`config.mk`:
```
export PLATFORM = sky130hd
export DESIGN_NAME = load_req_ctrl_flat
export DESIGN_NICKNAME = d
export VERILOG_FILES = /design/src/rtl/load_req_ctrl_if.sv /design/src/rtl/load_req_ctrl.sv /design/src/flat_wrapper.sv
export SDC_FILE = /design/constraint.sdc
export NUM_CORES = 1
export LEC_CHECK = 0
export BUFFER_PORTS_ARGS = -buffer_cell sky130_fd_sc_hd__buf_2
export CAP_MARGIN = 20
export CELL_PAD_IN_SITES_DETAIL_PLACEMENT = 1
export CELL_PAD_IN_SITES_GLOBAL_PLACEMENT = 2
export CORE_AREA = 2 2 122 171
export CTS_BUF_LIST = sky130_fd_sc_hd__clkbuf_2 sky130_fd_sc_hd__clkbuf_4 sky130_fd_sc_hd__clkbuf_8
export DETAILED_ROUTE_END_ITERATION = 16
export DIE_AREA = 0 0 124 173
export HOLD_SLACK_MARGIN = 0.1
export PLACE_DENSITY = 0.91
export SLEW_MARGIN = 20
export SYNTH_ARGS = -nofsm -noshare
export SYNTH_HDL_FRONTEND = slang
export SYNTH_SLANG_ARGS = --single-unit
```
`constraint.sdc`:
```
create_clock -name ACLK -period 3.6 [get_ports ACLK]
set_input_delay 0.72 -clock ACLK [delete_from_list [all_inputs] [get_ports ACLK]]
set_output_delay 0.72 -clock ACLK [all_outputs]
set_load 0.02 [all_outputs]
```
`src/rtl/load_req_ctrl_if.sv`:
```
// Bus bundle for load_req_ctrl: EXU request, read-stage enable/completion,
// and WBU response channels. The controller connects through the slave
// modport; whoever drives requests and models the read stage uses master.
interface load_req_ctrl_if #(
    parameter int ADDR_W = 32
);
    // EXU -> controller load request
    logic              req_valid;
    logic              req_ready;
    logic [ADDR_W-1:0] req_addr;
    logic [1:0]        req_size;
    logic              req_unsigned;
    logic [4:0]        req_rd;

    // controller <-> mem_read stage
    logic              mem_en;
    logic [ADDR_W-1:0] mem_addr;
    logic              mem_valid;
    logic [63:0]       mem_rdata;

    // controller -> WBU result
    logic              resp_valid;
    logic              resp_ready;
    logic [63:0]       resp_data;
    logic [4:0]        resp_rd;
    logic [1:0]        resp_err;

    modport slave (
        input  req_valid, req_addr, req_size, req_unsigned, req_rd,
        output req_ready,
        output mem_en, mem_addr,
        input  mem_valid, mem_rdata,
        output resp_valid, resp_data, resp_rd, resp_err,
        input  resp_ready
    );

    modport master (
        output req_valid, req_addr, req_size, req_unsigned, req_rd,
        input  req_ready,
        input  mem_en, mem_addr,
        output mem_valid, mem_rdata,
        input  resp_valid, resp_data, resp_rd, resp_err,
        output resp_ready
    );
endinterface

```
`src/rtl/load_req_ctrl.sv`:
```
// Load-side controller in front of the mem_read stage. Takes one load at a
// time, issues an 8-byte-aligned read, waits for completion (or times out),
// then returns the addressed bytes sign/zero-extended to 64 bits together
// with misaligned/timeout error flags.
module load_req_ctrl #(
    parameter int ADDR_W  = 32,
    parameter int TIMEOUT = 256
) (
    input  logic           ACLK,
    input  logic           ARESETn,
    load_req_ctrl_if.slave bus
);
    localparam int CNT_W = $clog2(TIMEOUT);
    localparam logic [CNT_W-1:0] CNT_LAST = CNT_W'(TIMEOUT - 1);

    typedef enum logic [1:0] {
        S_IDLE,
        S_REQ,
        S_RESP
    } state_t;

    state_t            r_state;
    logic [ADDR_W-1:0] r_mem_addr;
    logic [2:0]        r_addr_lo;
    logic [1:0]        r_size;
    logic              r_unsigned;
    logic [4:0]        r_rd;
    logic [63:0]       r_resp_data;
    logic [1:0]        r_resp_err;
    logic [CNT_W-1:0]  r_cnt;

    logic              w_misaligned;
    logic [63:0]       w_raw;
    logic [63:0]       w_ext_data;

    // Status outputs decode straight from the registered state.
    assign bus.req_ready  = (r_state == S_IDLE);
    assign bus.mem_en     = (r_state == S_REQ);
    assign bus.mem_addr   = r_mem_addr;
    assign bus.resp_valid = (r_state == S_RESP);
    assign bus.resp_data  = r_resp_data;
    assign bus.resp_rd    = r_rd;
    assign bus.resp_err   = r_resp_err;

    // Misalignment check on the incoming request: low size bits must be zero.
    // NOTE: every always_comb output gets a default first so no path leaves it unassigned (no latch).
    always_comb begin
        w_misaligned = 1'b0;
        unique case (bus.req_size)
            2'd0: w_misaligned = 1'b0;
            2'd1: w_misaligned = bus.req_addr[0];
            2'd2: w_misaligned = |bus.req_addr[1:0];
            2'd3: w_misaligned = |bus.req_addr[2:0];
        endcase
    end

    // Byte extraction: shift the addressed byte lane down, keep size bytes, extend.
    always_comb begin
        w_raw      = bus.mem_rdata >> {r_addr_lo, 3'b000};
        w_ext_data = w_raw;
        unique case (r_size)
            2'd0: w_ext_data = {{56{~r_unsigned & w_raw[7]}},  w_raw[7:0]};
            2'd1: w_ext_data = {{48{~r_unsigned & w_raw[15]}}, w_raw[15:0]};
            2'd2: w_ext_data = {{32{~r_unsigned & w_raw[31]}}, w_raw[31:0]};
            2'd3: w_ext_data = w_raw;
        endcase
    end

    // Control FSM with capture of request fields, result and timeout counter.
    // NOTE: sequential state uses non-blocking assignments so all registers update together at the edge.
    always_ff @(posedge ACLK) begin
        if (!ARESETn) begin
            r_state     <= S_IDLE;
            r_mem_addr  <= '0;
            r_addr_lo   <= '0;
            r_size      <= '0;
            r_unsigned  <= 1'b0;
            r_rd        <= '0;
            r_resp_data <= '0;
            r_resp_err  <= '0;
            r_cnt       <= '0;
        end else begin
            unique case (r_state)
                S_IDLE: begin
                    if (bus.req_valid) begin
                        r_mem_addr <= {bus.req_addr[ADDR_W-1:3], 3'b000};
                        r_addr_lo  <= bus.req_addr[2:0];
                        r_size     <= bus.req_size;
                        r_unsigned <= bus.req_unsigned;
                        r_rd       <= bus.req_rd;
                        r_cnt      <= '0;
                        if (w_misaligned) begin
                            r_resp_data <= '0;
                            r_resp_err  <= 2'b01;
                            r_state     <= S_RESP;
                        end else begin
                            r_state     <= S_REQ;
                        end
                    end
                end
                S_REQ: begin
                    // Completion beats the timeout terminal count.
                    if (bus.mem_valid) begin
                        r_resp_data <= w_ext_data;
                        r_resp_err  <= 2'b00;
                        r_state     <= S_RESP;
                    end else if (r_cnt == CNT_LAST) begin
                        r_resp_data <= '0;
                        r_resp_err  <= 2'b10;
                        r_state     <= S_RESP;
                    end else begin
                        r_cnt <= r_cnt + 1'b1;
                    end
                end
                S_RESP: begin
                    if (bus.resp_ready) begin
                        r_cnt   <= '0;
                        r_state <= S_IDLE;
                    end
                end
                default: r_state <= S_IDLE;
            endcase
        end
    end
endmodule

```
`src/flat_wrapper.sv`:
```
// flat-port wrapper written by rule: the top's interface ports become plain ports
module load_req_ctrl_flat 
#(
    parameter int ADDR_W  = 32,
    parameter int TIMEOUT = 256
)
  (ACLK, ARESETn, bus_req_valid, bus_req_addr, bus_req_size, bus_req_unsigned, bus_req_rd, bus_req_ready, bus_mem_en, bus_mem_addr, bus_mem_valid, bus_mem_rdata, bus_resp_valid, bus_resp_data, bus_resp_rd, bus_resp_err, bus_resp_ready);
  load_req_ctrl_if #(.ADDR_W(ADDR_W)) bus_i ();
  input  logic ACLK;
  input  logic ARESETn;
  input wire logic [$bits(bus_i.req_valid)-1:0] bus_req_valid;
  input wire logic [$bits(bus_i.req_addr)-1:0] bus_req_addr;
  input wire logic [$bits(bus_i.req_size)-1:0] bus_req_size;
  input wire logic [$bits(bus_i.req_unsigned)-1:0] bus_req_unsigned;
  input wire logic [$bits(bus_i.req_rd)-1:0] bus_req_rd;
  output wire logic [$bits(bus_i.req_ready)-1:0] bus_req_ready;
  output wire logic [$bits(bus_i.mem_en)-1:0] bus_mem_en;
  output wire logic [$bits(bus_i.mem_addr)-1:0] bus_mem_addr;
  input wire logic [$bits(bus_i.mem_valid)-1:0] bus_mem_valid;
  input wire logic [$bits(bus_i.mem_rdata)-1:0] bus_mem_rdata;
  output wire logic [$bits(bus_i.resp_valid)-1:0] bus_resp_valid;
  output wire logic [$bits(bus_i.resp_data)-1:0] bus_resp_data;
  output wire logic [$bits(bus_i.resp_rd)-1:0] bus_resp_rd;
  output wire logic [$bits(bus_i.resp_err)-1:0] bus_resp_err;
  input wire logic [$bits(bus_i.resp_ready)-1:0] bus_resp_ready;
  assign bus_i.req_valid = bus_req_valid;
  assign bus_i.req_addr = bus_req_addr;
  assign bus_i.req_size = bus_req_size;
  assign bus_i.req_unsigned = bus_req_unsigned;
  assign bus_i.req_rd = bus_req_rd;
  assign bus_req_ready = bus_i.req_ready;
  assign bus_mem_en = bus_i.mem_en;
  assign bus_mem_addr = bus_i.mem_addr;
  assign bus_i.mem_valid = bus_mem_valid;
  assign bus_i.mem_rdata = bus_mem_rdata;
  assign bus_resp_valid = bus_i.resp_valid;
  assign bus_resp_data = bus_i.resp_data;
  assign bus_resp_rd = bus_i.resp_rd;
  assign bus_resp_err = bus_i.resp_err;
  assign bus_i.resp_ready = bus_resp_ready;
  load_req_ctrl #(.ADDR_W(ADDR_W), .TIMEOUT(TIMEOUT)) u_core (.ACLK(ACLK), .ARESETn(ARESETn), .bus(bus_i));
endmodule
```
# [Yosys cells after proc, flatten, opt, wreduce, memory -nomap -nowiden]
# Cells that the tools add are included.
[classes] eq_ne=15 bitwise_logic=4 muxes=22 add_sub_neg=1 n_reduce_logical=11 shift=1
[ops] cell="64-bit two-way mux" n=4
[ops] cell="64-bit one-hot mux with 4 select lines" n=1
[ops] cell="64-bit one-hot mux with 2 select lines" n=1
[ops] cell="64-bit by 6-bit >> shifter with 64-bit output" n=1
[ops] cell="8-bit two-way mux" n=4
[ops] cell="8-bit one-hot mux with 3 select lines" n=1
[ops] cell="2-bit two-way mux" n=8
[ops] cell="2-bit equality test (second input constant)" n=5
[ops] cell="8-bit by 1-bit adder with 8-bit output (second input constant)" n=1
[ops] cell="8-bit equality test (second input constant)" n=1
[ops] cell="2-bit by 1-bit equality test with 1-bit output (second input constant)" n=3
[ops] cell="2-bit zero test" n=3
[ops] cell="2-bit inequality test (second input constant)" n=3
[ops] cell="2-bit one-hot mux with 3 select lines" n=1
[ops] cell="5-bit AND reduction" n=1
[ops] cell="2-bit by 1-bit inequality test with 1-bit output (second input constant)" n=2
[ops] cell="1-bit one-hot mux with 4 select lines" n=1
[ops] cell="2-bit one-hot mux with 2 select lines" n=1
[ops] cell="4-bit AND reduction" n=1
[ops] cell="1-bit AND" n=3
[ops] cell="3-bit by 1-bit inequality test with 1-bit output (second input constant)" n=1
[ops] cell="3-bit AND reduction" n=1
[ops] cell="3-bit nonzero test" n=1
[ops] cell="3-bit OR reduction" n=1
[ops] cell="4 further kinds" n=4
[totals] wordCells=63 out_inout_bits=106 input_bits=109 ff_bits=116

# [Depth between registers and ports, before layout]
# Gate-level depths: netlist of the first run.
[logic_depth] word_depth=5 depth_mapped=9 depth_no_buf=7

# [Worst setup path before layout of the first run]
# No wires, ideal clock.
[synth_timing] path_kind="input port to flip-flop" startpoint="input bus_mem_rdata[31]" endpoint="register u_core.r_resp_data[13], in the netlist u_core.bus.resp_data[13]" path_buffers=1 cell_stages=6 t_required_ns=3.485 arrival_time_ns=2.024 setup_ns=0.115 path_slack_ns=1.461 path_cell_list="mux4_1 > o21ai_2 > o22a_1 > buf_4 > o21ai_0 > and2_1"
[synth_via] elab_chain_len=5
[synth_rtl] element="start: declaration" line_no="flat_wrapper.sv:20" rtl="input wire logic [$bits(bus_i.mem_rdata)-1:0] bus_mem_rdata;"
[synth_rtl] element="64-bit by 6-bit >> shifter with 64-bit output" line_no="load_req_ctrl.sv:59" rtl="w_raw = bus.mem_rdata >> {r_addr_lo, 3'b000};"
[synth_rtl] element="1-bit AND" line_no="load_req_ctrl.sv:62" rtl="2'd0: w_ext_data = {{56{~r_unsigned & w_raw[7]}}, w_raw[7:0]};"
[synth_rtl] element="64-bit one-hot mux with 4 select lines" line_no="load_req_ctrl.sv:61" rtl="unique case (r_size)"
[synth_rtl] element="64-bit two-way mux" line_no="load_req_ctrl.sv:103" rtl="if (bus.mem_valid) begin"
[synth_rtl] element="64-bit one-hot mux with 2 select lines" line_no="load_req_ctrl.sv:83" rtl="unique case (r_state)"
[synth_rtl] element="end signal: assignment" line_no="load_req_ctrl.sv:104" rtl="r_resp_data <= w_ext_data;"
[synth_rtl] element="end: declaration" line_no="load_req_ctrl.sv:28" rtl="logic [63:0] r_resp_data;"
# Every way passes these cells. The select of a mux whose other input is x is not followed.
# A chain may end at the register's enable or synchronous reset.

# [Worst setup path in the final report of the first run]
[layout_timing] startpoint="register u_core.r_addr_lo[2]" endpoint="register u_core.r_resp_data[34], in the netlist u_core.bus.resp_data[34]"
[layout_via] elab_chain_len=5 word_cells_on_any_way=7 classes_between="shift: 1; mux: 3; bitwise: 3"
[layout_rtl] element="start: declaration" line_no="load_req_ctrl.sv:24" rtl="logic [2:0] r_addr_lo;"
[layout_rtl] element="start signal: assignment" line_no="load_req_ctrl.sv:87" rtl="r_addr_lo <= bus.req_addr[2:0];"
[layout_rtl] element="64-bit by 6-bit >> shifter with 64-bit output (*)" line_no="load_req_ctrl.sv:59"
[layout_rtl] element="1-bit AND, on equally long branches" line_no="load_req_ctrl.sv:64, load_req_ctrl.sv:62, load_req_ctrl.sv:63"
[layout_rtl] element="64-bit one-hot mux with 4 select lines (*)" line_no="load_req_ctrl.sv:61"
[layout_rtl] element="64-bit two-way mux (*)" line_no="load_req_ctrl.sv:103"
[layout_rtl] element="64-bit one-hot mux with 2 select lines (*)" line_no="load_req_ctrl.sv:83"
# Every way passes the cells marked *; elsewhere a longest branch is shown, timed or not. The select of a mux whose other input is x is not followed.

==> run_results.csv, run 1 <==
group,metric,value,unit
outcome,status,"finished, final reports clean",
clock_network,cts_tree,"yes",
worst_setup_path,cp-endpoint,"u_core.bus.resp_data[34]",
worst_setup_path,crit_arrival,2.89,ns
synth,synth.ff_latch_count,116,
sta,finalHoldViolCount,0,
global_routing,antenna_found_initial,0,
drt,wl,22100,µm
clock_network,htree_levels,4,
clock_network,cts_setup_buffers,0,
drt,first_pass_iters,5,
die,io_pins,215,
drt,vias,6144,
synth,synth-simple-area-share,0.185,
synth,synth_area_leaders,"dfxtp_1 (38%), nand2_1 (11%), a21boi_0 (6.8%)",
global_routing,grt_max_degree,53,
worst_setup_path,critPathLaunchType,"flip-flop",
finish,final_common_cell,"buf_2",
clock_network,clk_pin_slew,0.08,ns
synth,ys_types,54,
finish,instances_no_fill,1207,
worst_setup_path,crit_type,"reg2reg",
drt,final_antenna_net_count,0,
synth,ys.flop_type,"dfxtp_1",
worst_setup_path,reg2reg_to,"u_core.bus.resp_data[34]",
job,maxCapViolations,0,
power_and_ir_drop,peakVddDrop,175,µV
global_routing,grt_use_met2,0.351,
finish,antenna-diode-count,0,
die,floorplan.initialDensity,0.306,
finish,mostFrequentLayoutCells,"buf_2 (211), nand2_1 (185), dfxtp_1 (114)",
finish,area_growth_syn_to_layout,25.3,%
power_and_ir_drop,total_power,0.00327,W
die,die_x,124,µm
drt,wl_per_cell,18.3,µm
sta,timing.fmax,0.395,GHz
global_routing,grt_pass1_vias,6052,
worst_setup_path,critPathRequiredTime,3.96,ns
placed_design,dpl.hpwl,17000,µm
synth,synth_cells,761,
die,die_h,173,µm
synth,synth_compound_area_frac,0.271,
sta,maxSlewHeadroom,0.292,
synth,ys_warn_count,0,
synth,ys_seq_area_frac,0.382,
worst_hold_path,hp-start,"u_core.bus.resp_data[47]",
clock_network,clockBufferDepth,2,
worst_setup_path,reg2reg_from,"u_core.r_addr_lo[2]",
sta,finClkSkew,0.00958,ns
placed_design,dpl_cell_area,0.00724,mm²
sta,fin_crit,2.53,ns
worst_hold_path,hold_class,"reg2reg",
drt,drt_iter0_markers,451,
global_routing,overflow,0,
finish,fin_nets,1052,
worst_setup_path,reg2reg_slack,1.07,ns
placed_design,io_buffers,211,
synth,synthMuxAreaShare,0.0937,
clock_network,cts_sinks,116,
global_routing,grt_use_met3,0.0386,
worst_setup_path,endpoint_kind,"flip-flop",
die,core.rowCount,61,
synth,synthArstFlopShare,0,
placed_design,gp_congestion,0.894,
clock_network,clkLatencyLatePin,0.44,ns
placed_design,dp.cells,1175,
clock_network,clockRootBuffer,"clkbuf_8",
finish,stdcell_area,0.00761,mm²
global_routing,grt_pass1_wl,33300,µm
power_and_ir_drop,power_density,430,mW/mm²
synth,synth_edf_count,0,
worst_setup_path,cp_max_fo,32,
finish,fillers,2521,
sta,finalSetupViolations,0,
die,dieArea,0.0215,mm²
sta,rsz0062_at_grt,"no",
global_routing,grt_usage,0.204,
synth,netlist.area_leader.share,0.382,
worst_setup_path,r2r_cells,6,
sta,fin_hold_ws,0.445,ns
drt,drc,0,
synth,syn_area,0.00607,mm²
synth,synth_top_family_by_area,"compound AO/OA/AOI/OAI gates",
sta,tightestPinTransition,1.06,ns
clock_network,cts_made_buffers,17,
sta,finalCritPeriodShare,0.703,
synth,yosysTopAreaCell,"dfxtp_1",
worst_setup_path,startpoint,"u_core.r_addr_lo[2]",
clock_network,cts_resized,0,
drt,viasPerCell,5.09,
synth,synthAdderAreaFrac,0.00206,
synth,synthXorXnorAreaFrac,0.00865,
sta,report.final.slew_viol_count,0,
synth,synth.avg_cell_area,7.98,µm²
finish,drive_above_1_share,0.305,
sta,setup_tns,0,ns
die,core,0.0198,mm²
clock_network,holdBufCountCts,0,
global_routing,busiest_layer,"met2",
global_routing,use_met1,0.238,
power_and_ir_drop,leakagePower,3.25,nW
[cell usage after synthesis (2+ instances only)]
| cell | instances |
|---|---|
| a211oi_1 | 24 |
| a21boi_0 | 55 |
| a21boi_1 | 9 |
| a21o_1 | 14 |
| a21oi_1 | 59 |
| a22oi_1 | 3 |
| a31oi_1 | 2 |
| and2_1 | 12 |
| buf_1 | 3 |
| buf_2 | 16 |
| buf_4 | 6 |
| buf_6 | 4 |
| clkbuf_1 | 35 |
| dfxtp_1 | 116 |
| inv_1 | 7 |
| mux2_2 | 20 |
| mux2i_1 | 28 |
| nand2_1 | 185 |
| nand3_1 | 5 |
| nand3b_1 | 2 |
| nand4_1 | 2 |
| nor2_1 | 32 |
| nor2b_1 | 20 |
| o211ai_1 | 3 |
| o21ai_0 | 24 |
| o21ai_1 | 31 |
| o21ai_2 | 2 |
| o221ai_1 | 11 |
| or2_2 | 2 |
| xnor2_1 | 3 |
| xor2_1 | 3 |
[state kept, by name (all words and copies together) (netlist names)]
signal and cells:
u_core.bus.mem_addr 29, u_core.r_size 2, u_core.bus.resp_err 2, u_core.r_addr_lo 3
u_core.r_cnt 8, u_core.r_state 2, u_core.bus.resp_data 64, u_core.r_unsigned 1
u_core.bus.resp_rd 5
[worst min-delay path by stage]
stage / depth (start not counted) / endpoint
finish: 2 / u_core.bus.resp_data[47]
detailed placement: 2 / u_core.bus.resp_err[0]
CTS: 2 / u_core.bus.resp_data[47]
global placement: 2 / u_core.bus.resp_err[0]
global route: 2 / u_core.bus.resp_data[63]
floorplan: 2 / u_core.r_cnt[1]
[area by class of cell]
type	count	area, µm²	share of cell area
Clock buffer	17	234	0.0308
Clock inverter	15	131	0.0173
Inverter	8	30.0	0.00395
Multi-Input combinational cell	575	3420	0.449
Sequential cell	116	2330	0.306
Tap cell	252	315	0.0414
Timing Repair Buffer	224	1150	0.152
[per-stage QoR]
stage                     utilization  worst slack, ns
after global placement          0.365            0.899
after detailed placement        0.365            0.783
after floorplan                     -             1.46
after CTS                       0.383             1.08
after global routing            0.383            0.869
final                           0.383             1.07
[logic make-up (layout without fill, tap and decap cells)]
group | Yosys count | in the layout
xor+xnor | 6 | 6
simple gates | 266 | 266
mux | 51 | 51
flops | 116 | 116
buf+inv | 72 | 264
compound gates | 248 | 248
fa+ha+maj | 1 | 1
other cells | 1 | 3
[layer usage]
layer / part of all wire / up-vias
li1: - / 2997
met2: 0.50 / 204
met3: 0.052 / 41
met5: 0 / -
met1: 0.40 / 2902
met4: 0.041 / 0
[power by group]
part / total (W) / switching, W / internal [W]
Clock: 0.00113 / 0.000586 / 0.000546
Combinational: 0.000741 / 0.000478 / 0.000263
Sequential: 0.00139 / 0.0000517 / 0.00134
[critical path, cell delays in order, from the launching register on]
cell and delay, ns:
dfxtp_1 0.72, nor2_1 0.17, a221oi_2 0.32, o21ai_2 0.12, o22ai_2 0.35, nand2_2 0.47
o21ai_1 0.30
Power figures use the tool's default switching activity.
==> run 2: changes to the inputs <==
Settings changed: CORE_AREA 2 2 122 171 to 2 2 133 186, DIE_AREA 0 0 124 173 to 0 0 135 188, PLACE_DENSITY 0.91 to 0.82.
Clock period 3.6 ns to 2.2 ns, I/O delays scaled along.
==> run 2 against run 1 <==
Net effect:
- sequential share of layout area decreased by 1.9 points
- fmax rose by 20%
- worst setup slack worse by 0.98 ns
- hold slack got worse by 0.21 ns
- power grew 80%
- count of clock-buffer cells in the layout up 5
==> run_results.csv, run 2 (synthesis results as in run 1) <==
group,metric,value,unit
job,maxCapViolations,0,
die,die_h,188,µm
drt,vias,6314,
drt,drc,0,
die,floorplan.initialDensity,0.255,
placed_design,dpl.hpwl,18300,µm
placed_design,post-place-ws,-0.147,ns
power_and_ir_drop,p_int,0.00406,W
global_routing,grt_max_degree,67,
sta,tightestPinTransition,0.617,ns
sta,timing.fmax,0.474,GHz
power_and_ir_drop,p_switching,0.00182,W
drt,wl,23900,µm
finish,antenna-diode-count,0,
clock_network,clockBufferDepth,2,
power_and_ir_drop,peakVddDrop,361,µV
finish,area_growth_syn_to_layout,33.5,%
sta,fin_crit,2.11,ns
power_and_ir_drop,p_sw_frac,0.309,
worst_setup_path,critPathLaunchType,"flip-flop",
finish,ff_latch_area,0.00233,mm²
global_routing,overflow,0,
drt,viasPerCell,4.90,
sta,report.final.slew_viol_count,0,
sta,finalCritPeriodShare,0.959,
clock_network,cts_tree,"yes",
worst_setup_path,cp_max_fo,9,
clock_network,clkLatencyLatePin,0.44,ns
sta,post-route-worst-setup-slack,0.0905,ns
finish,mostFrequentLayoutCells,"buf_2 (211), nand2_1 (185), dfxtp_1 (113)",
global_routing,grt_usage,0.184,
worst_setup_path,crit_type,"reg2reg",
power_and_ir_drop,pwr-share-seq,0.386,
global_routing,antenna_found_initial,0,
finish,final_common_cell,"buf_2",
finish,largest_reg_flops,64,
die,core.rowCount,67,
die,core,0.0238,mm²
drt,wl_per_cell,18.6,µm
worst_setup_path,critPathRequiredTime,2.51,ns
sta,maxSlewHeadroom,0.588,
global_routing,grt_pass1_vias,6360,
worst_hold_path,hold_class,"in2reg",
clock_network,clk_pin_slew,0.08,ns
power_and_ir_drop,power_density,725,mW/mm²
global_routing,grt_pass1_wl,36000,µm
finish,drive_above_1_share,0.325,
clock_network,clockRootBuffer,"clkbuf_8",
power_and_ir_drop,p_clk_frac,0.385,
clock_network,holdBufCountCts,0,
sta,rsz0062_at_grt,"no",
placed_design,gp_congestion,0.850,
drt,final_antenna_net_count,0,
drt,drt_iter0_markers,349,
sta,finClkSkew,0.00926,ns
die,die_x,135,µm
drt,first_pass_iters,5,
clock_network,cts_made_buffers,17,
finish,utilization,0.340,
sta,finalHoldViolCount,0,
placed_design,io_buffers,211,
sta,finalSetupViolations,0,
die,dieArea,0.0254,mm²
die,io_pins,215,
worst_setup_path,endpoint_kind,"flip-flop",
finish,fillers,2988,
finish,fin_nets,1077,
power_and_ir_drop,leakagePower,3.47,nW
finish,multi_input_area,0.00345,mm²
power_and_ir_drop,total_power,0.00588,W
outcome,status,"finished, final reports clean",
clock_network,htree_levels,4,
worst_setup_path,crit_arrival,2.42,ns
clock_network,cts_sinks,116,
power_and_ir_drop,pwr-share-comb,0.229,
run 2: cell count changes in the layout (fill, tap and decap cells not counted), moves of 3 or more:
cell	delta
buf_12	+7
buf_4	+14
bufinv_16	+3
clkbuf_8	+4
clkinvlp_4	-3
inv_6	-3
run 2: layout make-up:
cell class | count | area share
clock inverter | 9 | 0.0185
tap | 310 | 0.0479
multi-input combinational | 576 | 0.426
inverter | 8 | 0.00370
sequential | 116 | 0.287
clock buffer | 22 | 0.0366
timing repair buffer | 248 | 0.180
run 2: what timing repair did:
action                                  4_1_cts  5_1_grt
cloned                                        1        1
resized for setup                             1        6
pin swaps                                     1        2
endpoints found under the setup margin       12       31
buffers inserted                              0        3
run 2: power by group through the flow:
stage	Clock, W	Sequential [W]	Combinational [W]
2_1_floorplan	0	0.00240	0.000693
3_3_place_gp	0	0.00231	0.00130
3_5_place_dp	0	0.00232	0.00131
4_1_cts	0.00232	0.00227	0.00133
5_1_grt	0.00242	0.00228	0.00146
6_report	0.00226	0.00227	0.00134
run 2: worst paths after layout:
kind | end | depth (start not counted) | start | slack (ns)
setup reg to reg | u_core.bus.resp_data[12] | 7 | u_core.r_addr_lo[0] | 0.09
setup / recovery | u_core.bus.resp_data[12] | 7 | u_core.r_addr_lo[0] | 0.09
hold reg to reg | u_core.bus.resp_err[0] | 2 | u_core.bus.resp_err[0] | 0.44
hold / removal | u_core.bus.mem_addr[21] | 3 | bus_req_addr[21] | 0.23
run 2: through the flow:
| step | instances | TNS, ns | hold WS [ns] | instance area (µm²) |
|---|---|---|---|---|
| 6_report | 1289 | 0 | 0.235 | 8110 |
| 3_3_place_gp | 1253 | -1.19 | 0.432 | 7560 |
| 5_1_grt | 1289 | 0 | 0.217 | 8110 |
| 4_1_cts | 1285 | 0 | 0.208 | 8030 |
| 2_1_floorplan | 763 | 0 | 0.458 | 6080 |
| 3_5_place_dp | 1253 | -1.67 | 0.437 | 7560 |
run 2: layer usage:
layer,up-vias,wire length (µm),track usage
li1,3051,-,-
met1,2988,9820,0.218
met2,234,11400,0.306
met3,41,1750,0.0549
met4,0,921,0.0785
met5,-,0,0
run 2: worst max-delay path: stages (launching register included):
cell	delay (ns)
dfxtp_4	0.40
buf_4	0.17
mux4_1	0.61
o21ai_2	0.22
o22ai_2	0.12
buf_4	0.21
o21ai_0	0.11
a21boi_0	0.13
